[config.mk]
export PLATFORM = sky130hd
export DESIGN_NAME = plot_arbiter_flat
export DESIGN_NICKNAME = d
export VERILOG_FILES = /design/src/rtl/plot_arbiter_if.sv /design/src/rtl/plot_arbiter.sv /design/src/flat_wrapper.sv
export SDC_FILE = /design/constraint.sdc
export NUM_CORES = 1
export LEC_CHECK = 0
export CORE_ASPECT_RATIO = 0.75
export CORE_MARGIN = 10
export CORE_UTILIZATION = 38
export DETAILED_ROUTE_END_ITERATION = 10
export GPL_ROUTABILITY_DRIVEN = 0
export GPL_TIMING_DRIVEN = 1
export PLACE_DENSITY = 0.69
export REMOVE_ABC_BUFFERS = 1
export SYNTH_ARGS = -nofsm -noshare
export SYNTH_HDL_FRONTEND = slang
export SYNTH_SLANG_ARGS = --single-unit
export TNS_END_PERCENT = 10
[constraint.sdc]
create_clock -name clock -period 2.2 [get_ports clock]
set_input_delay 0.33 -clock clock [delete_from_list [all_inputs] [get_ports clock]]
set_output_delay 0.33 -clock clock [all_outputs]
set_load 0.05 [all_outputs]
[src/rtl/plot_arbiter_if.sv]
// Sprite-drawer side of the framebuffer arbiter: per-requester request,
// final-pixel flag, pixel payload, and the arbiter's grant/done returns.
//
// Handshake: a drawer holds req[k] high with a valid px/py/pc slice; while
// gnt[k] is high, every cycle with req[k]=1 transfers one pixel (req is the
// pixel-valid, gnt is the ready). last[k] marks the final pixel of the burst
// and is only looked at together with req[k]. Dropping req[k] while granted
// abandons the burst. done[k] pulses once, the cycle after the last pixel.
interface plot_arbiter_if;
    logic [2:0]  req;
    logic [2:0]  last;
    logic [23:0] px;
    logic [20:0] py;
    logic [8:0]  pc;
    logic [2:0]  gnt;
    logic [2:0]  done;

    modport master (output req, output last, output px, output py, output pc,
                    input  gnt, input  done);
    modport slave  (input  req, input  last, input  px, input  py, input  pc,
                    output gnt, output done);
endinterface

[src/rtl/plot_arbiter.sv]
// Framebuffer write-port arbiter: an internal full-screen clear sweep plus
// three round-robin sprite drawers (0 rocket, 1 asteroid, 2 laser) share the
// single vga_adapter write port. All outputs are registered.
module plot_arbiter #(
    parameter int         XMAX         = 160,
    parameter int         YMAX         = 120,
    parameter logic [2:0] CLEAR_COLOUR = 3'b000
) (
    input  logic               clock,
    input  logic               reset,
    input  logic               clear_req,
    output logic               clear_done,
    plot_arbiter_if.slave      bus,
    output logic [7:0]         oX,
    output logic [6:0]         oY,
    output logic [2:0]         oColor,
    output logic               writeEn,
    output logic [1:0]         o_dbg_state
);

    typedef enum logic [1:0] {
        S_IDLE  = 2'd0,
        S_CLEAR = 2'd1,
        S_BURST = 2'd2
    } state_t;

    localparam logic [7:0] X_LAST = 8'(XMAX - 1);
    localparam logic [6:0] Y_LAST = 7'(YMAX - 1);
    localparam logic [8:0] X_LIM  = 9'(XMAX);
    localparam logic [7:0] Y_LIM  = 8'(YMAX);

    state_t      r_state, w_state_nxt;
    logic        r_clear_pend;
    logic [1:0]  r_rr,  w_rr_nxt;
    logic [7:0]  r_cx,  w_cx_nxt;
    logic [6:0]  r_cy,  w_cy_nxt;
    logic [2:0]  r_gnt, w_gnt_nxt;
    logic [2:0]  r_done, w_done_nxt;
    logic        r_clear_done, w_clear_done_nxt;
    logic        r_we,  w_we_nxt;
    logic [7:0]  r_ox,  w_ox_nxt;
    logic [6:0]  r_oy,  w_oy_nxt;
    logic [2:0]  r_oc,  w_oc_nxt;

    logic        w_any_req;
    logic [1:0]  w_win;
    logic [7:0]  w_sel_x;
    logic [6:0]  w_sel_y;
    logic [2:0]  w_sel_c;
    logic        w_sel_last;
    logic        w_accept;
    logic        w_in_range;
    logic        w_sweep_end;
    logic        w_enter_clear;

    // Round-robin search starting one past the previous winner.
    always_comb begin
        w_any_req = |bus.req;
        w_win     = 2'd0;
        case (r_rr)
            2'd0: begin
                if      (bus.req[1]) w_win = 2'd1;
                else if (bus.req[2]) w_win = 2'd2;
                else                 w_win = 2'd0;
            end
            2'd1: begin
                if      (bus.req[2]) w_win = 2'd2;
                else if (bus.req[0]) w_win = 2'd0;
                else                 w_win = 2'd1;
            end
            default: begin
                if      (bus.req[0]) w_win = 2'd0;
                else if (bus.req[1]) w_win = 2'd1;
                else                 w_win = 2'd2;
            end
        endcase
    end

    // Pick the granted drawer's pixel slice; r_rr holds the current winner.
    always_comb begin
        case (r_rr)
            2'd0: begin
                w_sel_x = bus.px[7:0];   w_sel_y = bus.py[6:0];
                w_sel_c = bus.pc[2:0];   w_sel_last = bus.last[0];
            end
            2'd1: begin
                w_sel_x = bus.px[15:8];  w_sel_y = bus.py[13:7];
                w_sel_c = bus.pc[5:3];   w_sel_last = bus.last[1];
            end
            default: begin
                w_sel_x = bus.px[23:16]; w_sel_y = bus.py[20:14];
                w_sel_c = bus.pc[8:6];   w_sel_last = bus.last[2];
            end
        endcase
    end

    // gnt is only non-zero in BURST, so this is "granted drawer is valid".
    assign w_accept      = (r_state == S_BURST) && (|(r_gnt & bus.req));
    assign w_in_range    = ({1'b0, w_sel_x} < X_LIM) && ({1'b0, w_sel_y} < Y_LIM);
    assign w_sweep_end   = (r_cx == X_LAST) && (r_cy == Y_LAST);
    // A clear request in the deciding cycle counts even before it is latched.
    assign w_enter_clear = (r_state == S_IDLE) && (r_clear_pend || clear_req);

    // State register and all registered outputs/counters.
    always_ff @(posedge clock or negedge reset) begin
        if (!reset) begin
            r_state      <= S_IDLE;
            r_clear_pend <= 1'b0;
            r_rr         <= 2'd2;
            r_cx         <= 8'd0;
            r_cy         <= 7'd0;
            r_gnt        <= 3'b000;
            r_done       <= 3'b000;
            r_clear_done <= 1'b0;
            r_we         <= 1'b0;
            r_ox         <= 8'd0;
            r_oy         <= 7'd0;
            r_oc         <= 3'd0;
        end else begin
            r_state      <= w_state_nxt;
            if (w_enter_clear)  r_clear_pend <= 1'b0;
            else if (clear_req) r_clear_pend <= 1'b1;
            r_rr         <= w_rr_nxt;
            r_cx         <= w_cx_nxt;
            r_cy         <= w_cy_nxt;
            r_gnt        <= w_gnt_nxt;
            r_done       <= w_done_nxt;
            r_clear_done <= w_clear_done_nxt;
            r_we         <= w_we_nxt;
            r_ox         <= w_ox_nxt;
            r_oy         <= w_oy_nxt;
            r_oc         <= w_oc_nxt;
        end
    end

    // Next-state decision: clear beats sprites in IDLE but never pre-empts a burst.
    always_comb begin
        w_state_nxt = r_state;
        case (r_state)
            S_IDLE: begin
                if (w_enter_clear)  w_state_nxt = S_CLEAR;
                else if (w_any_req) w_state_nxt = S_BURST;
            end
            S_CLEAR: begin
                if (w_sweep_end) w_state_nxt = S_IDLE;
            end
            S_BURST: begin
                if (!w_accept || w_sel_last) w_state_nxt = S_IDLE;
            end
            default: w_state_nxt = S_IDLE;
        endcase
    end

    // Next values of the registered outputs, grant, pointer and sweep counters.
    always_comb begin
        w_rr_nxt         = r_rr;
        w_cx_nxt         = r_cx;
        w_cy_nxt         = r_cy;
        w_gnt_nxt        = r_gnt;
        w_done_nxt       = 3'b000;
        w_clear_done_nxt = 1'b0;
        w_we_nxt         = 1'b0;
        w_ox_nxt         = r_ox;
        w_oy_nxt         = r_oy;
        w_oc_nxt         = r_oc;
        case (r_state)
            S_IDLE: begin
                if (!w_enter_clear && w_any_req) begin
                    w_gnt_nxt = 3'b001 << w_win;
                    w_rr_nxt  = w_win;
                end
            end
            S_CLEAR: begin
                w_gnt_nxt = 3'b000;
                w_we_nxt  = 1'b1;
                w_ox_nxt  = r_cx;
                w_oy_nxt  = r_cy;
                w_oc_nxt  = CLEAR_COLOUR;
                if (w_sweep_end) begin
                    w_clear_done_nxt = 1'b1;
                    w_cx_nxt         = 8'd0;
                    w_cy_nxt         = 7'd0;
                end else if (r_cx == X_LAST) begin
                    w_cx_nxt = 8'd0;
                    w_cy_nxt = r_cy + 7'd1;
                end else begin
                    w_cx_nxt = r_cx + 8'd1;
                end
            end
            S_BURST: begin
                if (w_accept) begin
                    // Off-screen pixels are consumed but suppressed at the write strobe.
                    w_ox_nxt = w_sel_x;
                    w_oy_nxt = w_sel_y;
                    w_oc_nxt = w_sel_c;
                    w_we_nxt = w_in_range;
                    if (w_sel_last) begin
                        w_done_nxt = r_gnt;
                        w_gnt_nxt  = 3'b000;
                    end
                end else begin
                    w_gnt_nxt = 3'b000;
                end
            end
            default: w_gnt_nxt = 3'b000;
        endcase
    end

    assign bus.gnt     = r_gnt;
    assign bus.done    = r_done;
    assign clear_done  = r_clear_done;
    assign writeEn     = r_we;
    assign oX          = r_ox;
    assign oY          = r_oy;
    assign oColor      = r_oc;
    assign o_dbg_state = r_state;

endmodule
[src/flat_wrapper.sv]
// flat-port wrapper written by rule: the top's interface ports become plain ports
module plot_arbiter_flat 
#(
    parameter int         XMAX         = 160,
    parameter int         YMAX         = 120,
    parameter logic [2:0] CLEAR_COLOUR = 3'b000
)
  (clock, reset, clear_req, clear_done, oX, oY, oColor, writeEn, o_dbg_state, bus_req, bus_last, bus_px, bus_py, bus_pc, bus_gnt, bus_done);
  plot_arbiter_if bus_i ();
  input  logic clock;
  input  logic reset;
  input  logic clear_req;
  output logic clear_done;
  output logic [7:0] oX;
  output logic [6:0] oY;
  output logic [2:0] oColor;
  output logic writeEn;
  output logic [1:0] o_dbg_state;
  input wire logic [$bits(bus_i.req)-1:0] bus_req;
  input wire logic [$bits(bus_i.last)-1:0] bus_last;
  input wire logic [$bits(bus_i.px)-1:0] bus_px;
  input wire logic [$bits(bus_i.py)-1:0] bus_py;
  input wire logic [$bits(bus_i.pc)-1:0] bus_pc;
  output wire logic [$bits(bus_i.gnt)-1:0] bus_gnt;
  output wire logic [$bits(bus_i.done)-1:0] bus_done;
  assign bus_i.req = bus_req;
  assign bus_i.last = bus_last;
  assign bus_i.px = bus_px;
  assign bus_i.py = bus_py;
  assign bus_i.pc = bus_pc;
  assign bus_gnt = bus_i.gnt;
  assign bus_done = bus_i.done;
  plot_arbiter #(.XMAX(XMAX), .YMAX(YMAX), .CLEAR_COLOUR(CLEAR_COLOUR)) u_core (.clock(clock), .reset(reset), .clear_req(clear_req), .clear_done(clear_done), .bus(bus_i), .oX(oX), .oY(oY), .oColor(oColor), .writeEn(writeEn), .o_dbg_state(o_dbg_state));
endmodule
After elaboration in Yosys (flattened, before gate mapping):

Cells that the tools add are included.

* register bits after elaboration: 46
* output and inout port bits: 28
* word-level logic and storage cells: 89
* input bits: 63

* $add $sub $neg: 2
* bitwise operators: 1
* reduce and logical (&&, ||, !) cells: 21
* magnitude comparators: 2
* eq/ne operators: 11
* shifts and indexed selects: 1
* multiplexer cells: 39

Operator list (number)
* $pmux W8 S2: 2
* $pmux W7 S2: 2
* $mux W8: 3
* $mux W3: 7
* $mux W7: 3
* $mux W2: 9
* $pmux W3 S2: 3
* $add A8 B1 Y8 const B: 1
* $eq A8 B8 Y1 const B: 1
* $lt A8 B8 Y1 const B: 1
* $reduce_and A2 Y1: 4
* $add A7 B1 Y7 const B: 1
* $eq A7 B7 Y1 const B: 1
* $lt A7 B7 Y1 const B: 1
* $mux W1: 6
* $pmux W2 S3: 1
* $reduce_bool A2 Y1: 3
* $reduce_or A3 Y1: 2
* $logic_and A1 B1 Y1: 5
* $eq A2 B1 Y1 const B: 2
* $logic_not A2 Y1: 2
* $ne A2 B1 Y1 const B: 2
* $ne A2 B2 Y1 const B: 2
* $pmux W1 S2: 2
* 9 further kinds: 11

Longest topological paths before layout:

* depth in word-level cells: 7
* gate-level depth with buffers: 7

Worst setup path after synthesis:

No wires, ideal clock.

* kind: register to register
* start: register u_core.r_state[1] (netlist: u_core.o_dbg_state[1])
* end: register u_core.r_gnt[0] (netlist: u_core.bus.gnt[0])
* arrival time: 2.026 ns
* cell stages (with the launch flop): 7
* setup slack: 0.046 ns
* clock period less this slack: 2.154 ns
* data required time: 2.072 ns
* cells stage by stage: dfrtp_1 ha_1 clkbuf_1 inv_1 a2111o_1 nand2_1 mux2_1

* longest elaborated chain between the ends: 6
* elaborated cells on any way between the ends: 11
* those cells by class: 3 x eq/ne; 2 x mux; 6 x reduce/logical

Ends and longest elaborated chain
* start, declared: line plot_arbiter.sv:32 `state_t r_state, w_state_nxt;`
* start signal, assigned: line plot_arbiter.sv:120 `r_state <= w_state_nxt;`
* $logic_not A2 Y1: line plot_arbiter.sv:102, plot_arbiter.sv:166
* $logic_and A1 B1 Y1: line plot_arbiter.sv:102 `assign w_enter_clear = (r_state == S_IDLE) && (r_clear_pend || clear_req);`
* $logic_not A1 Y1: line plot_arbiter.sv:168 `if (!w_enter_clear && w_any_req) begin`
* $logic_and A1 B1 Y1: line plot_arbiter.sv:168
* $ne A2 B2 Y1 (no source line)
* $reduce_and A2 Y1 (no source line)
* end signal, assigned: line plot_arbiter.sv:126 `r_gnt <= w_gnt_nxt;`
* end, declared: line plot_arbiter.sv:37 `logic [2:0] r_gnt, w_gnt_nxt;`

Several ways; a longest one is shown, not always the timed one.
A chain may end at the register's enable or synchronous reset.

Final worst setup path:

* start: register u_core.r_state[0] (netlist: u_core.o_dbg_state[0])
* end: register u_core.r_oy[1] (netlist: u_core.oY[1])

* longest elaborated chain between the ends: 4
* elaborated cells on any way between the ends: 7
* those cells by class: 3 x eq/ne; 1 x mux; 3 x reduce/logical

Ends and longest elaborated chain
* $eq A2 B2 Y1: line plot_arbiter.sv:98, plot_arbiter.sv:166
* $logic_and A1 B1 Y1: line plot_arbiter.sv:98 `assign w_accept = (r_state == S_BURST) && (|(r_gnt & bus.req));`
* $ne A2 B1 Y1 (no source line)
* $reduce_and A2 Y1 (no source line)
* end signal, assigned: line plot_arbiter.sv:131 `r_oy <= w_oy_nxt;`
* end, declared: line plot_arbiter.sv:42 `logic [6:0] r_oy, w_oy_nxt;`

Several ways; a longest one is shown, not always the timed one.

==> summary.txt <==
Routing
  – Routed Antenna Nets: 0
  – Routed wire per std cell: roughly 16 µm
  – Remaining DRCs: 0
  – Number of vias in the routed layout: between 2,000 and 2,500
  – Iter 0 DRT Violations: ~80
  – WL final: between 7 and 8 mm
  – Via density: approximately 5.0
  – Drt pass-1 iters: 4

Synthesis
  – Most used DFF post-synth: dfrtp_1
  – Mapped Avg Cell Area: just over 9 µm²
  – Mux cell area share after synthesis: 0.159
  – Compound-gate portion of the synthesized area: 0.160
  – Yosys reg bits: 46
  – Xor/xnor cell area share of the yosys netlist: 0.0162
  – Post-Synth Simple-Gate Area: 0.164
  – Combinational family with the most area after synthesis: simple AND/OR/NAND/NOR gates
  – Sequential area share after synthesis: 0.427
  – Post-synth EDFFs: 0
  – Yosys cell types: 44
  – Fraction of registers with async set/reset: 1.00
  – YS warnings: 0
  – Mapped Cells: between 200 and 300
  – Netlist Area Pre-Place: approximately 2700 µm²
  – Post-Synth Adder-Cell Area: 0.0232

Floorplan
  – Die Area: ~11,000 µm²
  – Core footprint: a little under 7000 µm²
  – Die span in y: around 93 µm
  – # rows: 26
  – Die W: about 120 µm
  – # IOs: 91
  – Initial Utilization: 0.393

Global routing
  – Vias in the first global route: roughly 2,400
  – GR Util met1: 0.182
  – Met2 Usage GRT: 0.217
  – Initial antenna violation count: 0
  – All-Layer GR Usage: 0.137
  – Congestion Overflow GR: 0
  – Largest net degree at the start of global routing: 47
  – Gr busiest metal: met2
  – First-pass GRT wire length: approximately 13 mm
  – Met3 Use GR: 0.0438

Power
  – PwrDens: ~1300 nW/µm²
  – Clk pwr share: 0.110
  – Leakage: between 1.5 and 2 nW
  – Sw Pwr: 2.34 mW
  – Combinational Power Share: 0.609
  – Switching Fraction: 0.480
  – VDD IR-drop max: approximately 0.61 mV
  – Internal Power: 2.54 mW
  – Final Power: 4.88 mW
  – Seq pwr share: 0.281

Layout
  – Most frequent cells in the layout: 89 x clkdlybuf4s50_1, 45 x dfrtp_1, 37 x mux2i_1
  – Cell area after layout: between 3000 and 4000 µm²
  – P&R area growth vs syn: 42.0%
  – Number of diodes: 0
  – # nets final: 452
  – Share of cells above drive strength 1: 0.0675
  – Commonest non-fill, non-tap cell in the layout: clkdlybuf4s50_1

Run
  – Max Cap Viol: 0

Clock tree
  – Buffer count from post-CTS setup fixing: 0
  – Clock Tree Buf Depth: 2
  – Clock sinks: 46
  – CTS tree: done
  – CTS clk-pin slew, worst paths: around 0.090 ns
  – # hold bufs at CTS: 0
  – CTS buffer count: 5
  – Resized Gates After CTS: 0
  – CTS HTree Levels: 2
  – Worst skew pair latency: 0.30 ns
  – Clock root buffer: clkbuf_8

Critical path
  – R2r setup slk: around 0.24 ns
  – CP Capture Type: flop
  – Req. time, crit path: 2.42 ns
  – Critical Path Fanout Max: 19
  – Max stage delay on crit path: approximately 0.61 ns
  – Worst setup SP type: flop
  – Kind of critical path: reg2reg
  – Arrival time at the worst endpoint: roughly 2.2 ns
  – Crit-path most repeated cell: nor2_1
  – Cells along the critical path: inv_1, ha_1, buf_4, nor2_1, a21oi_2, nor2_1, a21oi_1
  – Slowest library cell on the worst path: a21oi_2
  – Crit-path leading delay family: compound AO/OA/AOI/OAI gates
  – Worst path bufs/invs: 2

Timing
  – Final hold slack: around 0.11 ns
  – Setup Skew: between 0.008 and 0.009 ns
  – RSZ-0062 raised after global routing: false
  – F_max: 511 MHz
  – Final hold vios: 0
  – Slew HR: 0.462
  – Slew Viols, Final: 0
  – Final period utilization: 0.890
  – Worst-Margin Slew: around 0.8 ns
  – Tmin final: approximately 2.0 ns
  – Setup Viol. Count Final: 0

Run status
  – Status: finished, final reports clean

Placement
  – # port buffers: 90
  – Placement Cell Area: 3740 µm²
  – Detailed Place HPWL: about 6 mm

Worst hold path
  – Hold Path Class: in2async
==> per-stage QoR <==
step / setup slack (ns) / setup TNS (ns) / cells / util
2_1_floorplan: -0.419 / -7.48 / 273 / -
3_3_place_gp: 0.115 / 0 / 475 / 0.545
3_5_place_dp: 0.0709 / 0 / 475 / 0.545
4_1_cts: 0.228 / 0 / 483 / 0.558
5_1_grt: 0.0338 / 0 / 483 / 0.558
6_report: 0.241 / 0 / 483 / 0.558
==> worst register-to-register path, cell delays in order, from the launching register on <==
cell and delay (ns):
dfrtp_1 0.42, inv_1 0.09, ha_1 0.26, buf_4 0.19
nor2_1 0.06, a21oi_2 0.61, nor2_1 0.10, a21oi_1 0.16
==> registers in the layout (all words and copies together) (netlist names) <==
signal	count
u_core.oY	7
u_core.bus.done	3
u_core.oX	8
u_core.bus.gnt	3
u_core.oColor	3
u_core.o_dbg_state	2
u_core.writeEn	1
u_core.r_cy	7
u_core.r_clear_pend	1
u_core.clear_done	1
u_core.r_cx	8
u_core.r_rr	2
==> routing by layer <==
layer,wire length [µm],share of wire
met2,3420,0.45
met3,445,0.058
met5,0,0
met4,68,0.0089
met1,3710,0.49
==> area by class of cell <==
class	instances	area, µm²
repair buffers	104	1000
inverters	14	52.6
flip-flops and latches	46	1150
clock buffers	7	86.3
well taps	98	123
clock inverters	1	5.00
fillers	631	3030
multi-input cells	213	1410
==> worst paths after layout <==
kind | from | endpoint | cells after the start
max reg2reg | u_core.o_dbg_state[0] | u_core.oY[1] | 7
max | u_core.o_dbg_state[0] | u_core.oY[1] | 7
max in group asynchronous | reset | u_core.r_cx[5] | 2
min in group clock | u_core.oX[0] | u_core.oX[0] | 2
min reg2reg | u_core.oX[0] | u_core.oX[0] | 2
min | reset | u_core.oY[3] | 2
==> synth_stat cells (2+ instances only) <==
cell      instances  area share
o21ai_0          15       0.028
nor2b_1           9       0.021
or3_1             3      0.0070
dfrtp_1          45        0.42
a211oi_1          7       0.019
clkbuf_1          7      0.0097
nand3_1           4      0.0074
inv_1            14       0.019
o21ai_1           7       0.013
buf_1             2      0.0028
mux2_1            4       0.017
o22ai_1           3      0.0070
mux2i_1          37        0.14
ha_1              5       0.023
xnor2_1           5       0.016
and2_1            5       0.012
nand2b_1          3      0.0070
a32o_1            3       0.011
buf_2             6       0.011
a21oi_1          25       0.046
nor3_1            3      0.0056
nand4_1           7       0.016
nor2_1           20       0.028
and3_1            3      0.0070
nand2_1          29       0.040
==> power groups by stage <==
stage	logic, mW	registers, mW	clock network, mW
2_1_floorplan	1.17	2.16	0
3_3_place_gp	2.93	1.37	0
3_5_place_dp	2.99	1.38	0
4_1_cts	3.00	1.37	0.551
5_1_grt	3.23	1.42	0.597
6_report	2.97	1.37	0.538
==> logic make-up after synthesis <==
logic type,after synthesis
simple gates,90
compound gates,71
flops,46
mux,42
buf+inv,31
xor+xnor,5
fa+ha+maj,5
No activity file was read; power rests on OpenSTA's default activity.
